File: config.mk
export PLATFORM = sky130hd
export DESIGN_NAME = fe_fetch_queue
export DESIGN_NICKNAME = d
export VERILOG_FILES = /design/src/rtl/fe_pkg.sv /design/src/rtl/fe_btb.sv /design/src/rtl/fe_fetch_queue.sv
export SDC_FILE = /design/constraint.sdc
export NUM_CORES = 1
export LEC_CHECK = 0
export BUFFER_PORTS_ARGS = -buffer_cell sky130_fd_sc_hd__buf_4
export CAP_MARGIN = 20
export CORE_MARGIN = 10
export CORE_UTILIZATION = 51
export DETAILED_ROUTE_END_ITERATION = 12
export PLACE_DENSITY_LB_ADDON = 0.12
export SYNTH_ARGS = -nofsm -noshare
export SYNTH_HDL_FRONTEND = slang
export SYNTH_SLANG_ARGS = --single-unit
File: constraint.sdc
create_clock -name clk -period 4 [get_ports clk]
set_input_delay 0.2 -clock clk [delete_from_list [all_inputs] [get_ports clk]]
set_output_delay 0.2 -clock clk [all_outputs]
set_load 0.005 [all_outputs]
File: src/rtl/fe_pkg.sv
// Shared types and constants for the fetch front end (fe_fetch_queue, fe_btb).
package fe_pkg;

   // Bytes per instruction; the sequential next PC is PC + INSTSIZE.
   localparam int INSTSIZE = 4;

   // PC loaded at reset unless the top overrides STARTPC.
   localparam logic [31:0] DEFAULT_STARTPC = 32'h0;

   // Queue entry at the default 32-bit widths. The top declares the same layout
   // sized by its own parameters.
   typedef struct packed {
      logic [31:0] inst;
      logic [31:0] pc;
      logic [31:0] pcplus;
      logic        pred_taken;
      logic [31:0] pred_target;
   } fe_entry_t;

   // Ceiling log2 used to size pointers and indices (returns 0 for n <= 1).
   function automatic int fe_clog2(input int n);
      int r;
      r = 0;
      for (int i = 0; i < 32; i++) begin
         if ((1 << r) < n) r = r + 1;
      end
      return r;
   endfunction

endpackage

File: src/rtl/fe_btb.sv
// Direct-mapped branch target buffer: combinational lookup plus one update
// port written at the clock edge. A lookup in the same cycle as an update
// sees the old contents. Built only when FE_BTB_EN is defined.
module fe_btb
   import fe_pkg::*;
#(
   parameter int DBITS   = 32,
   parameter int ENTRIES = 16
) (
   input  logic             clk,
   input  logic             rst_ni,
   input  logic [DBITS-1:0] lookup_pc_i,
   output logic             hit_o,
   output logic [DBITS-1:0] target_o,
   input  logic             upd_valid_i,
   input  logic [DBITS-1:0] upd_pc_i,
   input  logic [DBITS-1:0] upd_target_i
);

   localparam int IDXW = fe_clog2(ENTRIES);
   localparam int TAGW = DBITS - IDXW - 2;

   logic             valid_q  [ENTRIES];
   logic [TAGW-1:0]  tag_q    [ENTRIES];
   logic [DBITS-1:0] target_q [ENTRIES];

   logic [IDXW-1:0] lookup_idx;
   logic [IDXW-1:0] upd_idx;

   // Byte-offset bits never select an entry or form part of the tag.
   logic unused_offset_bits;
   assign unused_offset_bits = ^{lookup_pc_i[1:0], upd_pc_i[1:0]};

   assign lookup_idx = lookup_pc_i[IDXW+1:2];
   assign upd_idx    = upd_pc_i[IDXW+1:2];

   assign hit_o    = valid_q[lookup_idx] && (tag_q[lookup_idx] == lookup_pc_i[DBITS-1:IDXW+2]);
   assign target_o = target_q[lookup_idx];

   // Valid bits: cleared asynchronously on reset, set by an update.
   always_ff @(posedge clk or negedge rst_ni) begin
      if (!rst_ni) begin
         for (int i = 0; i < ENTRIES; i++) valid_q[i] <= 1'b0;
      end else if (upd_valid_i) begin
         valid_q[upd_idx] <= 1'b1;
      end
   end

   // Tag and target storage; contents are qualified by the valid bit.
   always_ff @(posedge clk) begin
      if (upd_valid_i) begin
         tag_q[upd_idx]    <= upd_pc_i[DBITS-1:IDXW+2];
         target_q[upd_idx] <= upd_target_i;
      end
   end

endmodule

File: src/rtl/fe_fetch_queue.sv
// Fetch front end: PC register, combinational I-MEM read and a QDEPTH-entry
// FIFO feeding decode over valid/ready. AGEX redirects flush the queue and
// reload the PC. Define FE_BTB_EN to add a direct-mapped BTB (fe_btb) that
// steers the next PC on a hit; otherwise fetch is purely sequential.
module fe_fetch_queue
   import fe_pkg::*;
#(
   parameter int               DBITS        = 32,
   parameter int               INSTBITS     = 32,
   parameter int               IMEMADDRBITS = 16,
   parameter int               QDEPTH       = 4,
   parameter logic [DBITS-1:0] STARTPC      = DBITS'(DEFAULT_STARTPC),
   parameter int               BTB_ENTRIES  = 16
) (
   input  logic                    clk,
   input  logic                    reset,
   output logic [IMEMADDRBITS-3:0] imem_addr,
   input  logic [INSTBITS-1:0]     imem_rdata,
   input  logic                    redirect_valid,
   input  logic [DBITS-1:0]        redirect_target,
   input  logic                    btb_upd_valid,
   input  logic [DBITS-1:0]        btb_upd_pc,
   input  logic [DBITS-1:0]        btb_upd_target,
   output logic                    out_valid,
   input  logic                    out_ready,
   output logic [INSTBITS-1:0]     out_inst,
   output logic [DBITS-1:0]        out_pc,
   output logic [DBITS-1:0]        out_pcplus,
   output logic                    out_nonzero,
   output logic                    out_pred_taken,
   output logic [DBITS-1:0]        out_pred_target
);

   localparam int PTRW = fe_clog2(QDEPTH);
   localparam int CNTW = PTRW + 1;

   typedef struct packed {
      logic [INSTBITS-1:0] inst;
      logic [DBITS-1:0]    pc;
      logic [DBITS-1:0]    pcplus;
      logic                pred_taken;
      logic [DBITS-1:0]    pred_target;
   } entry_t;

   entry_t fifo_mem [QDEPTH];

   logic [DBITS-1:0] pc_q, pc_d;
   logic [PTRW-1:0]  wr_ptr_q, wr_ptr_d;
   logic [PTRW-1:0]  rd_ptr_q, rd_ptr_d;
   logic [CNTW-1:0]  count_q, count_d;

   logic             full, deq, fetch_en, enq;
   logic [DBITS-1:0] pc_plus4, next_pc;
   logic             pred_taken;
   logic [DBITS-1:0] pred_target;
   entry_t           new_entry, head;

   assign imem_addr = pc_q[IMEMADDRBITS-1:2];
   assign pc_plus4  = pc_q + DBITS'(INSTSIZE);

`ifdef FE_BTB_EN
   logic             btb_hit;
   logic [DBITS-1:0] btb_target;

   fe_btb #(
      .DBITS   (DBITS),
      .ENTRIES (BTB_ENTRIES)
   ) u_btb (
      .clk          (clk),
      .rst_ni       (reset),
      .lookup_pc_i  (pc_q),
      .hit_o        (btb_hit),
      .target_o     (btb_target),
      .upd_valid_i  (btb_upd_valid),
      .upd_pc_i     (btb_upd_pc),
      .upd_target_i (btb_upd_target)
   );

   assign pred_taken  = btb_hit;
   assign pred_target = btb_hit ? btb_target : '0;
   assign next_pc     = btb_hit ? btb_target : pc_plus4;
`else
   // Without a BTB the update port has nothing to write.
   logic unused_btb_upd;
   assign unused_btb_upd = ^{btb_upd_valid, btb_upd_pc, btb_upd_target};

   assign pred_taken  = 1'b0;
   assign pred_target = '0;
   assign next_pc     = pc_plus4;
`endif

   // A dequeue frees a slot this cycle, so a full queue can still fetch when
   // decode takes the head; redirect discards the fetch.
   assign full      = (count_q == CNTW'(QDEPTH));
   assign out_valid = (count_q != '0);
   assign deq       = out_valid && out_ready;
   assign fetch_en  = !full || deq;
   assign enq       = fetch_en && !redirect_valid;

   assign new_entry = '{inst: imem_rdata, pc: pc_q, pcplus: pc_plus4,
                        pred_taken: pred_taken, pred_target: pred_target};

   // Head fields read zero whenever the queue is empty.
   assign head            = out_valid ? fifo_mem[rd_ptr_q] : '0;
   assign out_inst        = head.inst;
   assign out_pc          = head.pc;
   assign out_pcplus      = head.pcplus;
   assign out_nonzero     = |head.inst;
   assign out_pred_taken  = head.pred_taken;
   assign out_pred_target = head.pred_target;

   // Next-state for PC, pointers and count; redirect overrides fetch and dequeue.
   always_comb begin
      pc_d     = pc_q;
      wr_ptr_d = wr_ptr_q;
      rd_ptr_d = rd_ptr_q;
      count_d  = count_q;
      if (redirect_valid) begin
         rd_ptr_d = wr_ptr_q;
         count_d  = '0;
         pc_d     = redirect_target;
      end else begin
         if (enq) begin
            wr_ptr_d = wr_ptr_q + 1'b1;
            pc_d     = next_pc;
         end
         if (deq) rd_ptr_d = rd_ptr_q + 1'b1;
         if (enq && !deq)      count_d = count_q + 1'b1;
         else if (!enq && deq) count_d = count_q - 1'b1;
      end
   end

   // Control state, asynchronously returned to the reset values.
   always_ff @(posedge clk or negedge reset) begin
      if (!reset) begin
         pc_q     <= STARTPC;
         wr_ptr_q <= '0;
         rd_ptr_q <= '0;
         count_q  <= '0;
      end else begin
         pc_q     <= pc_d;
         wr_ptr_q <= wr_ptr_d;
         rd_ptr_q <= rd_ptr_d;
         count_q  <= count_d;
      end
   end

   // Queue storage; stale slots are never visible because the head is masked.
   always_ff @(posedge clk) begin
      if (enq) fifo_mem[wr_ptr_q] <= new_entry;
   end

endmodule

; ---- After elaboration in Yosys (flattened, before gate mapping)
; Memories as Yosys holds them, arrays and structs flattened.
; Cells that the tools add are included.
[totals]
elab_cells = 37
mem_count = 1
out_inout_bits = 145
mem_bits_rw = 384
input_bits = 133
reg_bits = 39
[classes]
n_reduce_logical = 15
eq_ne = 1
bitwise = 1
muxes = 10
addsub = 5
[mem_list]
columns = memory, words, width, rd, rd_clocked_by_memory_dff, write_ports, line
row1 = fifo_mem, 4, 96, 1, 0, 1, fe_fetch_queue.sv:45  ; entry_t fifo_mem [QDEPTH];
[op_table]
columns = cell, n
row1 = 129-bit 2-to-1 mux, 1
row2 = 32-bit 2-to-1 mux, 2
row3 = "32-bit by 3-bit adder with 32-bit output, second input constant", 1
row4 = 32-bit OR reduction, 1
row5 = 3-bit 2-to-1 mux, 3
row6 = 3-bit nonzero test, 2
row7 = "2-bit by 1-bit adder with 2-bit output, second input constant", 2
row8 = 1-bit logical AND, 4
row9 = 1-bit logical NOT, 4
row10 = 2-bit 2-to-1 mux, 2
row11 = 2-bit nonzero test, 2
row12 = "3-bit by 1-bit adder with 3-bit output, second input constant", 1
row13 = "3-bit == test, second input constant", 1
row14 = "3-bit by 1-bit subtractor with 3-bit output, second input constant", 1
row15 = 1-bit 2-to-1 mux, 2
row16 = 2-bit AND reduction, 1
row17 = 1-bit logical OR, 1
row18 = 1-bit NOT, 1

; ---- Depth between registers and ports, before layout
; Gate-level depths: netlist of the first run.
[logic_depth]
word_depth = 9
ltp_mapped = 8
ltp_nobuf = 6

; ---- Worst setup path after synthesis of the first run
; OpenSTA, ideal clock, no wires.
[synth_path]
path_type = register to register
start = reg count_q[2]
end = mem fifo_mem[0][10] (netlist bit), enable pin
n_path_buf = 1
setup_slack_ns = 0.253
path_stages_with_launch = 5
period_less_slack_ns = 3.747
setup_time_ns = 0.463
required_time_ns = 3.537
arrival_ns = 3.284
path_cell_list = dfrtp_1 > nor4b_2 > buf_2 > nor2_1 > and2_1
[synth_via]
elab_chain_len = 6
elab_cells_between_ends = 8
cone_classes = eq/ne (1) / mux (2) / reduce/logical (5)
[synth_lines]
columns = item, line
row1 = from (decl), fe_fetch_queue.sv:50  ; logic [CNTW-1:0] count_q, count_d;
row2 = from (signal assigned), fe_fetch_queue.sv:144  ; count_q <= count_d;
row3 = 3-bit == test or 3-bit nonzero test (tied branches), "fe_fetch_queue.sv:94, fe_fetch_queue.sv:95"
row4 = 1-bit logical NOT or 1-bit logical AND (tied branches), "fe_fetch_queue.sv:97, fe_fetch_queue.sv:96"
row5 = 1-bit logical OR *, fe_fetch_queue.sv:97  ; assign fetch_en = !full || deq;
row6 = 1-bit logical AND *, fe_fetch_queue.sv:98  ; assign enq = fetch_en && !redirect_valid;
row7 = 1-bit 2-to-1 mux *, fe_fetch_queue.sv:150  ; if (enq) fifo_mem[wr_ptr_q] <= new_entry;
row8 = 1-bit 2-to-1 mux (not written as such) *, fe_fetch_queue.sv:150
row9 = to (decl), fe_fetch_queue.sv:45
; Mark *: on every way between the ends. The rest lies on a longest branch, timed or not.

; ---- Final worst setup path of the first run
[layout_path]
start = reg rd_ptr_q[0]
end = out out_nonzero
[layout_via]
elab_chain_len = 3
[layout_lines]
columns = item, line
row1 = from (decl), fe_fetch_queue.sv:49  ; logic [PTRW-1:0] rd_ptr_q, rd_ptr_d;
row2 = from (signal assigned), fe_fetch_queue.sv:143  ; rd_ptr_q <= rd_ptr_d;
row3 = memory 4 x 96 bit, --
row4 = 129-bit 2-to-1 mux, fe_fetch_queue.sv:104  ; assign head = out_valid ? fifo_mem[rd_ptr_q] : '0;
row5 = 32-bit OR reduction, fe_fetch_queue.sv:108  ; assign out_nonzero = |head.inst;
row6 = to (decl), fe_fetch_queue.sv:29  ; output logic out_nonzero,
; Every way passes these cells.

==> flow_summary.toml, run 1 <==
[power]
power.density_mw_per_mm2 = 690
peakVddDrop_uv = 435
p_leak_nw = 7.42

[finish]
multi_input_area_mm2 = 0.00454
nets = 1348
fillers = 2496
drive_gt1_frac = 0.289
syn2layout_area_growth_pct = 21.2
seq_area_mm2 = 0.0123
layout.cells.non_filler = 1688
antenna_cells = 0
fin_area_mm2 = 0.0210

[timing]
hold_ws_ns = 0.0191
hold_violations = 0
period_needed_ns = 3.44
slew_violations = 0
max_freq_ghz = 0.291
finalCritPeriodShare = 0.859
tightest_slew_ns = 0.762
clock-skew-final_ns = 0.0120
rsz0062_at_grt = "false"
setup_slack_ns = 0.565
relSlewSlack = 0.492
fin_tns_setup_ns = 0
setup_viol = 0

[route]
drc = 0
vias_per_cell = 5.35
highest_layer = "met5"
wl_met2_um = 18600
vias = 9037
dr_wl_met3_um = 2260
drt_first_pass_iters = 5
wl_met1_um = 15900
ant_nets = 0
drt_iter0_markers = 401
wl_per_cell_um = 22.2
drt_wl_total_um = 37400

[placed_design]
port_buffers = 179
gp_congestion = 0.730
hpwl_um = 23000
dp.cells = 1546
postPlaceCellArea_mm2 = 0.0189
place_ws_ns = 1.02

[worst_setup_path]
cp-start-kind = "flop"
r2r-start = "count_q[0]$_DFFE_PN0P_"
crit_path_end_kind = "primary output"
cp.arrival_ns = 3.24
crit_required_ns = 3.80
r2r-end = "count_q[1]$_DFFE_PN0P_"
criticalPathCategory = "reg2out"
crit_end = "out_nonzero"
rrSetupSlack_ns = 1.02
reg2reg_depth = 7
cp_max_fo = 28
cp-startpoint = "rd_ptr_q[0]$_DFFE_PN0P_"

[floorplanning]
ios = 278
core_mm2 = 0.0335
row_count = 67
initial_core_util = 0.516
die_h_um = 204
die_w_um = 204
dieArea_mm2 = 0.0417

[hold_path]
hp-start = "redirect_target[29]"
hp-class = "in2reg"

[clock_network]
clock_latency_ns = 0.52
root_buffer = "clkbuf_16"
post_cts_resized = 0
cts_made_buffers = 44
ctsLongestPathBuffers = 3
path_clk_slew_ns = 0.06
h-tree-depth = 2
cts_tree = "done"
cts.sinks = 415

[synth]
synth_seq_cells = 415
ys_warn_count = 0
ys_seq_area_frac = 0.708
netlist_area_mm2 = 0.0173
netlist_instances = 971
synth.distinct_cells = 47
avgSynthCellArea_um2 = 17.8

[global_routing]
grt_antenna_before_repair = 1
grt_max_degree = 77
grt_use_total = 0.179
grt_pass1_wl_um = 58000
grt_overflow = 0
grt_pass1_vias = 9663

[run]
drv_cap = 0

[outcome]
status = "finished clean"
==> cell usage after synthesis (all sizes together) <==
cell type  count  share of area
edfxtp       376           0.65
and2         102          0.037
mux4          94           0.12
buf           76          0.030
nand2         53          0.011
dfrtp         39          0.056
xnor2         34          0.017
o21ai         33         0.0095
clkbuf        27         0.0059
xor2          26          0.013
nor2          16         0.0035
nand3         15         0.0046
nor4          15         0.0061
nand4         13         0.0047
inv            7         0.0015
nor3           7         0.0020
ha             5         0.0036
and3           4         0.0014
mux2i          3         0.0017
nand4b         3         0.0015
nor4b          3         0.0022
a21oi          2        0.00058
and4           2         0.0010
mux2           2         0.0013
nand2b         2        0.00072
or2            2        0.00072
a211o          1        0.00051
a211oi         1        0.00043
a21boi         1        0.00043
and3b          1        0.00051
conb           1        0.00022
fa             1         0.0012
nor2b          1        0.00036
o31a           1        0.00051
or3            1        0.00036
or4b           1        0.00058
==> layout make-up <==
type                            instances  share of cell area
Clock buffer                           59              0.0571
Clock inverter                         18              0.0101
Inverter                                7             0.00125
Multi-Input combinational cell        478               0.216
Sequential cell                       415               0.585
Tap cell                              448              0.0267
Timing Repair Buffer                  263               0.104
==> per-layer routing <==
layer / vias up / global-route usage
met3: 46 / 0.0395
met2: 252 / 0.301
met4: 2 / 0.0383
li1: 4130 / -
met5: - / 0
met1: 4607 / 0.236
==> cell families (layout without fill, tap and decap cells) <==
family | Yosys count | count (layout) | share of synthesized area
flip-flops | 415 | 415 | 0.708
AND/OR/NAND/NOR | 241 | 241 | 0.0790
buffers and inverters | 110 | 347 | 0.0379
multiplexers | 99 | 99 | 0.127
XOR/XNOR | 60 | 60 | 0.0303
AO/OA/AOI/OAI | 39 | 39 | 0.0120
adder cells (fa/ha/maj) | 6 | 6 | 0.00477
other | 1 | 33 | 0.000217
==> worst min path at each step <==
stage	to	slack (ns)	depth (start not counted)
after CTS	pc_q[29]$_DFFE_PN0N_	0.004	3
after global placement	pc_q[18]$_DFFE_PN0N_	0.25	1
after global routing	pc_q[29]$_DFFE_PN0N_	0.05	3
after detailed placement	pc_q[18]$_DFFE_PN0N_	0.25	1
after floorplan	count_q[0]$_DFFE_PN0P_	-0.1	0
final	pc_q[29]$_DFFE_PN0N_	0.02	3
==> cells in the final DEF (no fill, tap or decap), drive strengths merged, types with 26 or more instances in the layout <==
| cell type | count |
|---|---|
| xor2 | 26 |
| buf | 198 |
| xnor2 | 34 |
| dfrtp | 39 |
| edfxtp | 376 |
| dlygate4sd3 | 65 |
| nand2 | 53 |
| mux4 | 94 |
| and2 | 102 |
| clkbuf | 59 |
| o21ai | 33 |
| conb | 33 |
==> sequential cells by signal, summed over array words and instances, names as in the netlist <==
register,cells
count_q,3
pc_q,32
rd_ptr_q,2
wr_ptr_q,2
fifo_mem,376
==> repair_timing <==
action                    in CTS  in global routing
setup buffers                  0                  0
hold endpoints to repair     199                  0
hold buffers                  65                  0
==> power by group <==
group          internal (W)  total [W]  switching, W  leakage (nW)
sequential          0.00568    0.00609      0.000406          3.94
clock               0.00242    0.00398       0.00156         0.685
combinational       0.00233    0.00442       0.00210          2.80
total                0.0104     0.0145       0.00406          7.42
==> stage by stage <==
| stage | util | power [W] |
|---|---|---|
| after floorplan | - | 0.00875 |
| after global placement | 0.564 | 0.0106 |
| after detailed placement | 0.564 | 0.0107 |
| after CTS | 0.626 | 0.0147 |
| after global routing | 0.626 | 0.0153 |
| final | 0.626 | 0.0145 |
==> critical path: stages (launching register included) <==
cell and delay, ns:
dfrtp_4 0.76, mux4_1 0.60, and2_1 0.18, nor4_1 0.61
nand3_1 0.14, a211o_1 0.25, buf_4 0.14
Power figures use the tool's default switching activity.
==> run 2: changes to the inputs <==
--- a/config.mk
+++ b/config.mk
@@ -5,7 +5,7 @@
 export SDC_FILE = /design/constraint.sdc
 export NUM_CORES = 1
 export LEC_CHECK = 0
-export BUFFER_PORTS_ARGS = -buffer_cell sky130_fd_sc_hd__buf_4
+export BUFFER_PORTS_ARGS = -buffer_cell sky130_fd_sc_hd__buf_2
 export CAP_MARGIN = 20
 export CORE_MARGIN = 10
 export CORE_UTILIZATION = 51
==> run 2 against run 1 <==
Against the previous run: first-iteration DRC count increased by 10%; global-route usage increased by 0.12 points; worst hold slack improved by 0.016 ns; critical path depth unchanged; register-to-register slack got worse by 0.03 ns.
==> flow_summary.toml, run 2 (synthesized netlist as in run 1, its figures left out) <==
[route]
wl_per_cell_um = 22.2
drt_first_pass_iters = 6
drt_iter0_markers = 441
vias = 9114
drc = 0
drt_wl_total_um = 37600
vias_per_cell = 5.39
ant_nets = 0

[hold_path]
hp-class = "in2reg"
hold-path-endpoint = "count_q[0]$_DFFE_PN0P_"
whs_path_depth = 3
hp-start = "out_ready"

[finish]
syn2layout_area_growth_pct = 18.6
antenna_cells = 0
top_register = "fifo_mem"
largest_register_ffs = 376
layout.cells.non_filler = 1692
mostFrequentLayoutCell = "edfxtp_1"
top_regs = "fifo_mem x376, pc_q x32, count_q x3"
fillers = 2510
drive_gt1_frac = 0.294
nets = 1349
final_cell_mix = "edfxtp_1, buf_2, and2_1"

[timing]
rsz0062_at_grt = "false"
slew_violations = 0
relSlewSlack = 0.436
hold_ws_ns = 0.0351
setup_viol = 0
period_needed_ns = 3.47
fin_tns_setup_ns = 0
hold_violations = 0
finalCritPeriodShare = 0.868
tightest_slew_ns = 0.845
clock-skew-final_ns = 0.0119
max_freq_ghz = 0.288
setup_slack_ns = 0.528

[floorplanning]
die_w_um = 204
core_mm2 = 0.0335
ios = 278
row_count = 67
die_h_um = 204
dieArea_mm2 = 0.0417
initial_core_util = 0.516

[power]
netSwitchingPower_w = 0.00404
power.density_mw_per_mm2 = 681
p_int_w = 0.00995
p_leak_nw = 7.33
switching_share = 0.289
peakVddDrop_uv = 359
combPwrFrac = 0.292
clockPowerShare = 0.274
seqPwrFrac = 0.434

[worst_setup_path]
cp-start-kind = "flop"
cp_max_fo = 42
r2r-start = "count_q[0]$_DFFE_PN0P_"
rrSetupSlack_ns = 0.99
criticalPathCategory = "reg2out"
crit_path_end_kind = "primary output"
cp.arrival_ns = 3.27
crit_required_ns = 3.80
reg2reg_depth = 7
r2r-end = "count_q[1]$_DFFE_PN0P_"

[placed_design]
port_buffers = 179
hpwl_um = 23100
dp.cells = 1549
place_ws_ns = 0.967
gp_congestion = 0.720

[global_routing]
grt_pass1_vias = 9874
grt_use_total = 0.181
grt_max_degree = 71
grt_antenna_before_repair = 1
grt_overflow = 0
grt_pass1_wl_um = 58500

[clock_network]
clock_latency_ns = 0.53
cts.sinks = 415
ctsLongestPathBuffers = 3
post_cts_resized = 0
postCtsSetupBuffers = 0
h-tree-depth = 2
cts_hold_buf = 64
path_clk_slew_ns = 0.05
root_buffer = "clkbuf_16"
cts_tree = "done"
cts_made_buffers = 43

[run]
drv_cap = 0

[outcome]
status = "finished clean"
## run 2: changes by cell type in the layout (fill, tap and decap cells not counted)
cell	delta
buf_2	+179
buf_4	-178
clkinv_2	+7
bufinv_16	-3
clkbuf_8	+3
clkinv_1	-3
buf_12	+2
clkinvlp_4	-1
dlygate4sd3_1	-1
inv_6	-1
## run 2: worst max path at each step
stage / from / end / slack [ns]
6_report: count_q[0]$_DFFE_PN0P_ / out_nonzero / 0.53
5_1_grt: rd_ptr_q[0]$_DFFE_PN0P_ / out_nonzero / 0.25
4_1_cts: rd_ptr_q[0]$_DFFE_PN0P_ / out_nonzero / 0.48
3_5_place_dp: count_q[0]$_DFFE_PN0P_ / count_q[1]$_DFFE_PN0P_ / 0.97
3_3_place_gp: count_q[0]$_DFFE_PN0P_ / count_q[1]$_DFFE_PN0P_ / 1.00
2_1_floorplan: count_q[2]$_DFFE_PN0P_ / fifo_mem[0][10]$_DFFE_PP_ / 0.25
## run 2: area by class of cell
class | instances | area [um2] | area share
Clock buffer | 62 | 1240 | 0.0604
Clock inverter | 17 | 130 | 0.00634
Inverter | 7 | 26.3 | 0.00128
Multi-Input combinational cell | 478 | 4540 | 0.221
Sequential cell | 415 | 12300 | 0.598
Tap cell | 448 | 561 | 0.0273
Timing Repair Buffer | 265 | 1760 | 0.0859
## run 2: layer usage
| metal | global-route usage | vias to the layer above | wire length, um |
|---|---|---|---|
| li1 | - | 4139 | - |
| met2 | 0.301 | 275 | 18600 |
| met3 | 0.0426 | 44 | 2450 |
| met4 | 0.0418 | 2 | 540 |
| met1 | 0.236 | 4654 | 16000 |
| met5 | 0 | - | 18 |
## run 2: critical path, stage by stage, from the launching register on
cell and delay, ns:
dfrtp_1 0.46, or3_2 0.84, and2_1 0.28, nor4_1 0.64
nand3_1 0.15, a211o_1 0.24, buf_2 0.13
## run 2: power groups by stage
stage          clock network [W]  logic, W  registers, W
6_report                 0.00383   0.00409       0.00607
5_1_grt                  0.00409   0.00450       0.00617
4_1_cts                  0.00393   0.00422       0.00609
3_5_place_dp                   0   0.00416       0.00618
3_3_place_gp                   0   0.00414       0.00614
2_1_floorplan                  0   0.00275       0.00599
## run 2: metrics by stage
stage | power, W | util | area [um2]
2_1_floorplan | 0.00875 | - | 17400
3_3_place_gp | 0.0103 | 0.553 | 18500
3_5_place_dp | 0.0103 | 0.553 | 18500
4_1_cts | 0.0142 | 0.612 | 20500
5_1_grt | 0.0148 | 0.612 | 20500
6_report | 0.0140 | 0.612 | 20500
